### src/rtl/alu_lane_sequencer.sv
// rtl/alu_lane_sequencer.sv - splits a full-warp ALU request into lane-sized packets
module alu_lane_sequencer #(
  parameter int NUM_THREADS = 4,
  parameter int NUM_LANES   = 1,
  parameter int XLEN        = 32,
  parameter int META_W      = 64,
  localparam int NUM_PARTS  = NUM_THREADS / NUM_LANES,
  localparam int PID_WIDTH  = (NUM_PARTS > 1) ? $clog2(NUM_PARTS) : 1,
  localparam int LANE_WIDTH = (NUM_LANES > 1) ? $clog2(NUM_LANES) : 1
) (
  input  logic                        clk,
  input  logic                        reset,
  input  logic                        in_valid,
  output logic                        in_ready,
  input  logic [NUM_THREADS-1:0]      in_tmask,
  input  logic [NUM_THREADS*XLEN-1:0] in_rs1_data,
  input  logic [NUM_THREADS*XLEN-1:0] in_rs2_data,
  input  logic [NUM_THREADS*XLEN-1:0] in_rs3_data,
  input  logic [META_W-1:0]           in_meta,
  output logic                        out_valid,
  input  logic                        out_ready,
  output logic [NUM_LANES-1:0]        out_tmask,
  output logic [NUM_LANES*XLEN-1:0]   out_rs1_data,
  output logic [NUM_LANES*XLEN-1:0]   out_rs2_data,
  output logic [NUM_LANES*XLEN-1:0]   out_rs3_data,
  output logic [META_W-1:0]           out_meta,
  output logic [PID_WIDTH-1:0]        out_pid,
  output logic                        out_sop,
  output logic                        out_eop,
  output logic [LANE_WIDTH-1:0]       out_tid
);

  typedef enum logic {IDLE = 1'b0, ISSUE = 1'b1} state_t;

  state_t                      state;
  logic [NUM_THREADS-1:0]      tmask_q;
  logic [NUM_THREADS*XLEN-1:0] rs1_q, rs2_q, rs3_q;
  logic [META_W-1:0]           meta_q;
  logic [NUM_PARTS-1:0]        pending;
  logic                        sop_flag;

  logic [NUM_PARTS-1:0] cur_onehot;
  logic [NUM_PARTS-1:0] load_vec;
  logic [PID_WIDTH-1:0] cur_pid;
  logic                 last_part;
  logic                 in_hs, out_hs;

  // Lowest pending partition is the packet on the bus; exactly one bit left marks the last.
  assign cur_onehot = pending & (~pending + NUM_PARTS'(1));
  assign last_part  = (pending & (pending - NUM_PARTS'(1))) == '0;

  assign out_valid = (state == ISSUE);
  assign out_sop   = out_valid & sop_flag;
  assign out_eop   = out_valid & last_part;
  assign out_pid   = cur_pid;
  assign out_meta  = meta_q;

  assign in_ready = ~reset & ((state == IDLE) | (out_valid & out_ready & out_eop));
  assign in_hs    = in_valid & in_ready;
  assign out_hs   = out_valid & out_ready;

  always_comb begin
    cur_pid = '0;
    for (int p = NUM_PARTS - 1; p >= 0; p--) begin
      if (pending[p]) cur_pid = PID_WIDTH'(p);
    end

    load_vec = '0;
    for (int p = 0; p < NUM_PARTS; p++) begin
      load_vec[p] = |in_tmask[p*NUM_LANES +: NUM_LANES];
    end
    // An empty warp still emits one packet so commit accounting stays balanced.
    if (in_tmask == '0) load_vec = NUM_PARTS'(1);

    out_tmask    = '0;
    out_rs1_data = '0;
    out_rs2_data = '0;
    out_rs3_data = '0;
    for (int p = 0; p < NUM_PARTS; p++) begin
      if (cur_onehot[p]) begin
        out_tmask    = tmask_q[p*NUM_LANES +: NUM_LANES];
        out_rs1_data = rs1_q[p*NUM_LANES*XLEN +: NUM_LANES*XLEN];
        out_rs2_data = rs2_q[p*NUM_LANES*XLEN +: NUM_LANES*XLEN];
        out_rs3_data = rs3_q[p*NUM_LANES*XLEN +: NUM_LANES*XLEN];
      end
    end

    out_tid = '0;
    for (int l = NUM_LANES - 1; l >= 0; l--) begin
      if (out_tmask[l]) out_tid = LANE_WIDTH'(l);
    end
  end

  always_ff @(posedge clk) begin
    if (reset) begin
      state    <= IDLE;
      pending  <= '0;
      sop_flag <= 1'b1;
    end else if (in_hs) begin
      state    <= ISSUE;
      pending  <= load_vec;
      sop_flag <= 1'b1;
      tmask_q  <= in_tmask;
      rs1_q    <= in_rs1_data;
      rs2_q    <= in_rs2_data;
      rs3_q    <= in_rs3_data;
      meta_q   <= in_meta;
    end else if (out_hs) begin
      pending  <= pending & ~cur_onehot;
      sop_flag <= 1'b0;
      if (last_part) state <= IDLE;
    end
  end

endmodule

### config.mk
export PLATFORM = sky130hd
export DESIGN_NAME = alu_lane_sequencer
export DESIGN_NICKNAME = d
export VERILOG_FILES = /design/src/rtl/alu_lane_sequencer.sv
export SDC_FILE = /design/constraint.sdc
export NUM_CORES = 1
export LEC_CHECK = 0
export CORE_AREA = 2 2 246 248
export CTS_BUF_LIST = sky130_fd_sc_hd__clkbuf_16
export DETAILED_ROUTE_END_ITERATION = 8
export DIE_AREA = 0 0 248 250
export PLACE_DENSITY = 0.61
export SETUP_SLACK_MARGIN = 0.5
export SKIP_LAST_GASP = 1
export SLEW_MARGIN = 20
export SYNTH_ARGS = -nofsm -noshare
export SYNTH_HDL_FRONTEND = slang
export SYNTH_SLANG_ARGS = --single-unit
### constraint.sdc
create_clock -name clk -period 84.4 [get_ports clk]
set_clock_uncertainty 0.05 [all_clocks]
set_input_delay 8.44 -clock clk [delete_from_list [all_inputs] [get_ports clk]]
set_output_delay 8.44 -clock clk [all_outputs]
set_load 0.03 [all_outputs]
After elaboration in Yosys (flattened, before gate mapping)

Index checks and enable logic that the tools add are counted.

Bits in registers: 458
Output and inout port bits: 168

Bitwise gates (word level): 14
Add/subtract/negate cells: 2
Reductions and logical operators: 7
Multiplexer cells: 26

Operators by type and width:

| kind                                                               | count |
|---|---|
| 32-bit two-way mux                                                 | 12 |
| 4-bit bitwise AND                                                  | 3 |
| 4-bit two-way mux                                                  | 3 |
| 4-bit zero test                                                    | 2 |
| 2-bit two-way mux                                                  | 4 |
| 4-bit NOT                                                          | 2 |
| 1-bit two-way mux                                                  | 7 |
| 1-bit bitwise AND                                                  | 6 |
| 4-bit by 1-bit adder with 4-bit output, second input constant      | 1 |
| 2-bit AND reduction                                                | 2 |
| 2-bit nonzero test                                                 | 2 |
| 4-bit by 1-bit subtractor with 4-bit output, second input constant | 1 |
| 1-bit NOT                                                          | 2 |
| 2-bit OR reduction                                                 | 1 |
| 1-bit bitwise OR                                                   | 1 |

Logic depth before layout (Yosys ltp)

Depth in word-level cells: 10
Mapped depth: 7
Depth with buffers taken out: 3

Least setup slack after synthesis

Ideal clock, no wire load.

Path type: input -> register
Start: in out_ready
End: reg meta_q[0], in the netlist out_meta[0], enable pin
Arrival time: 41,323 ps
Setup slack: 41,094 ps
Library setup time: 1,934 ps
Stages on the path: 2
Path through: o31ai_1 -> a211oi_1

Longest elaborated chain between the ends: 6

Ends and longest elaborated chain:

| element                              | RTL line | source |
|---|---|---|
| from (decl)                          | 21       | `input logic out_ready,` |
| 1-bit bitwise AND (2 in series)      | 58       | `assign in_ready = ~reset & ((state == IDLE) \| (out_valid & out_ready & out_eop));` |
| 1-bit bitwise OR                     | 58       |  |
| 1-bit bitwise AND                    | 58       |  |
| 1-bit bitwise AND                    | 59       | `assign in_hs = in_valid & in_ready;` |
| 2-bit AND reduction (no source line) | n/a      |  |
| to (signal assigned)                 | 107      | `meta_q <= in_meta;` |
| to (decl)                            | 38       | `logic [META_W-1:0] meta_q;` |

Every way passes these cells.
A chain may end at the register's enable or synchronous reset.

Final worst setup path

Start: in out_ready
End: out in_ready

Longest elaborated chain between the ends: 4

Ends and longest elaborated chain:

| element                         | RTL line | source |
|---|---|---|
| 1-bit bitwise AND (2 in series) | 58       |  |
| 1-bit bitwise OR                | 58       |  |
| 1-bit bitwise AND               | 58       |  |
| to (decl)                       | 14       | `output logic in_ready,` |

Every way passes these cells.

==> results.toml <==
[power_and_ir_drop]
pwr-share-seq_pct = 49.6
peakVddDrop_uv = 16.51
p_comb_share_pct = 13.6
total_leakage_power_nw = 8.009
pwr_density_cell_nw_per_um2 = 21.72
power.switching_mw = 0.1289
p_sw_share_pct = 23.99
intPower_mw = 0.4086
clock_power_share_pct = 36.8

[finish]
layout-drive-gt1-share_pct = 5.684
fin_nets = 1932
register_area_um2 = 13700
syn_to_final_growth_pct = 52.91
final_area_um2 = 24750
utilization_pct = 41.54
nFillCells = 5444
multiInputGateArea_um2 = 2217
layoutNonFillerInstCount = 2297

[floorplanning]
placementRows = 90
die_w_um = 248
start_util_pct = 27.17
core-area_um2 = 59570
dieArea_um2 = 62000
io_pins = 624
fp.dieH_um = 250

[place]
gp_congestion = 0.8041
place_hpwl_mm = 33.78
io_buffer_count = 622
dp.cells = 2205
postPlaceCellArea_um2 = 23230

[clocking]
post_cts_buffers = 0
cts_tree = "done"
clk_path_buf_depth = 3
htreeDepth = 2
numCtsBuffers = 50
post_cts_resized = 0
cts_hold_buf = 0
clk_latency_ns = 0.57
clk_pin_slew_worst_paths_ns = 0.06
cts.sinks = 458
cts-root-buf = "clkbuf_16"

[yosys]
synthFlopType = "edfxtp_1"
synth-adder-area-share_pct = 0
synth-simple-area-share_pct = 0.5567
syn_nets = 1302
synth_top_family_by_area = "compound AO/OA/AOI/OAI gates"
yosys-top-cells-count = "452 x edfxtp_1, 194 x a22oi_1, 92 x o21ai_0"
seq_area_frac_synth_pct = 84.61
avgSynthCellArea_um2 = 19.13
yosysTopAreaCell = "edfxtp_1"
synth_top_area_share_pct = 83.87
yosysMostFrequentCell = "edfxtp_1"
ys_top_cells_by_area = "edfxtp_1 84%, a22oi_1 9.0%, o21ai_0 2.8%"
synth_cell_type_count = 30
synth_warnings = 0
synthArstFlopShare_pct = 0
ys_ff_latch = 458
syn_inst = 846
synthXorXnorAreaFrac_pct = 0
synthMuxAreaShare_pct = 0.2474
syn_area_um2 = 16180
synth_edf_count = 452
synth_compound_area_share_pct = 12.75

[drt]
vias = 10445
viasPerCell = 4.547
wl_mm = 48.15
antenna_left = 0
drc = 0
firstDrtPassIters = 5
first_iter_violations = 609
detail_route.wl_per_cell_um = 20.96

[timing]
min_period_ns = 18.55
fin_crit_sh_pct = 21.98
finalSetupTns_ns = 0
maxSlewViolCount = 0
worst_pin_slew_ns = 1.041
fmax_mhz = 53.91
finalHoldViolCount = 0
setup_viol_count_final = 0
rsz0062_at_grt = "false"
slew_headroom_pct = 30.61

[global_routing]
grt_usage_pct = 14.64
grt_pass1_wl_mm = 67.79
globalRouteOverflowTotal = 0
grt_max_degree = 86
first_global_vias = 10980
antenna_found_initial = 4

[worst_setup_path]
cp.arrival_ns = 10.06
cp-end-kind = "output pin"
worst-path-max-fanout = 5
crit_required_ns = 75.91
start_kind = "primary input"
worst-setup-path-type = "in -> out"

[run_status]
run_status = "finished clean"

[hold_path]
hold_class = "reg -> reg"

[run]
maxCapViolCount = 0
[path summary, 6_finish.rpt]
check,slack [ns],from,cells after the start,to
worst max-delay path,65.85,out_ready,4,in_ready
worst min-delay path,0.42,sop_flag,1,sop_flag
worst max register to register,79.42,pending[1],6,rs2_q[49]
worst min register to register,0.42,sop_flag,1,sop_flag
[metal layers]
| layer | track usage [%] | vias up | share of wire [%] |
|---|---|---|---|
| li1 | - | 4779 | - |
| met1 | 16.21 | 5135 | 36 |
| met2 | 25.92 | 463 | 51 |
| met3 | 5.635 | 66 | 11 |
| met4 | 4.021 | 2 | 2.1 |
| met5 | 0 | - | 0.029 |
[cells by family after synthesis]
group	Yosys count
simple gates	15
buf+inv	62
flops	458
compound gates	306
other cells	1
mux	4
[area by class of cell]
cell class,count,share of cell area [%]
clock inverters,39,0.9152
repair buffers,636,25.67
inverters,4,0.06068
flip-flops and latches,458,55.37
well taps,782,3.954
multi-input cells,326,8.960
diodes,2,0.02023
clock buffers,50,5.056
[critical path: stages]
cell and delay, ns:
clkdlybuf4s50_1 0.56, o31ai_1 0.16, a21oi_1 0.20, clkdlybuf4s50_1 0.69
[cells in the final DEF, fill, tap and decap left out, types with 2 or more instances in the layout]
cell | synthesis | final
edfxtp_1 | 452 | 452
nor2_1 | 2 | 2
clkbuf_16 | 0 | 50
dfxtp_4 | 0 | 2
o21ai_1 | 6 | 6
clkinvlp_4 | 0 | 2
clkdlybuf4s50_1 | 0 | 622
inv_1 | 4 | 20
clkinv_4 | 0 | 2
clkinv_2 | 0 | 7
o21ai_0 | 92 | 92
nor3_1 | 4 | 4
o31ai_1 | 2 | 2
o311a_1 | 2 | 2
buf_4 | 8 | 13
mux2i_1 | 4 | 4
nand2_1 | 4 | 4
a22oi_1 | 194 | 194
clkinv_1 | 0 | 7
inv_6 | 0 | 3
diode_2 | 0 | 2
a21oi_1 | 2 | 2
dfxtp_1 | 6 | 4
[power groups by stage]
| stage | logic (mW) | clock network, mW | registers, mW |
|---|---|---|---|
| 2_1_floorplan | 0.0286 | 0 | 0.285 |
| 3_3_place_gp | 0.0728 | 0 | 0.271 |
| 3_5_place_dp | 0.0736 | 0 | 0.271 |
| 4_1_cts | 0.0739 | 0.204 | 0.267 |
| 5_1_grt | 0.0773 | 0.212 | 0.267 |
| 6_report | 0.0732 | 0.198 | 0.267 |
[flip-flops by register name, indices dropped and copies added (netlist names)]
register   cells
rs1_q        128
pending        4
out_meta      64
out_valid      1
tmask_q        4
rs2_q        128
sop_flag       1
rs3_q        128
[per-stage QoR]
step | power [mW] | hold WS (ns) | worst slack [ns]
final | 0.5375 | 0.4215 | 65.85
after global routing | 0.5568 | 0.4562 | 65.76
after CTS | 0.5449 | 0.4258 | 65.84
after detailed placement | 0.3451 | 0.4119 | 65.86
after global placement | 0.3438 | 0.3990 | 65.88
after floorplan | 0.3137 | 0.3767 | 41.09
No activity file was read; power rests on OpenSTA's default activity.
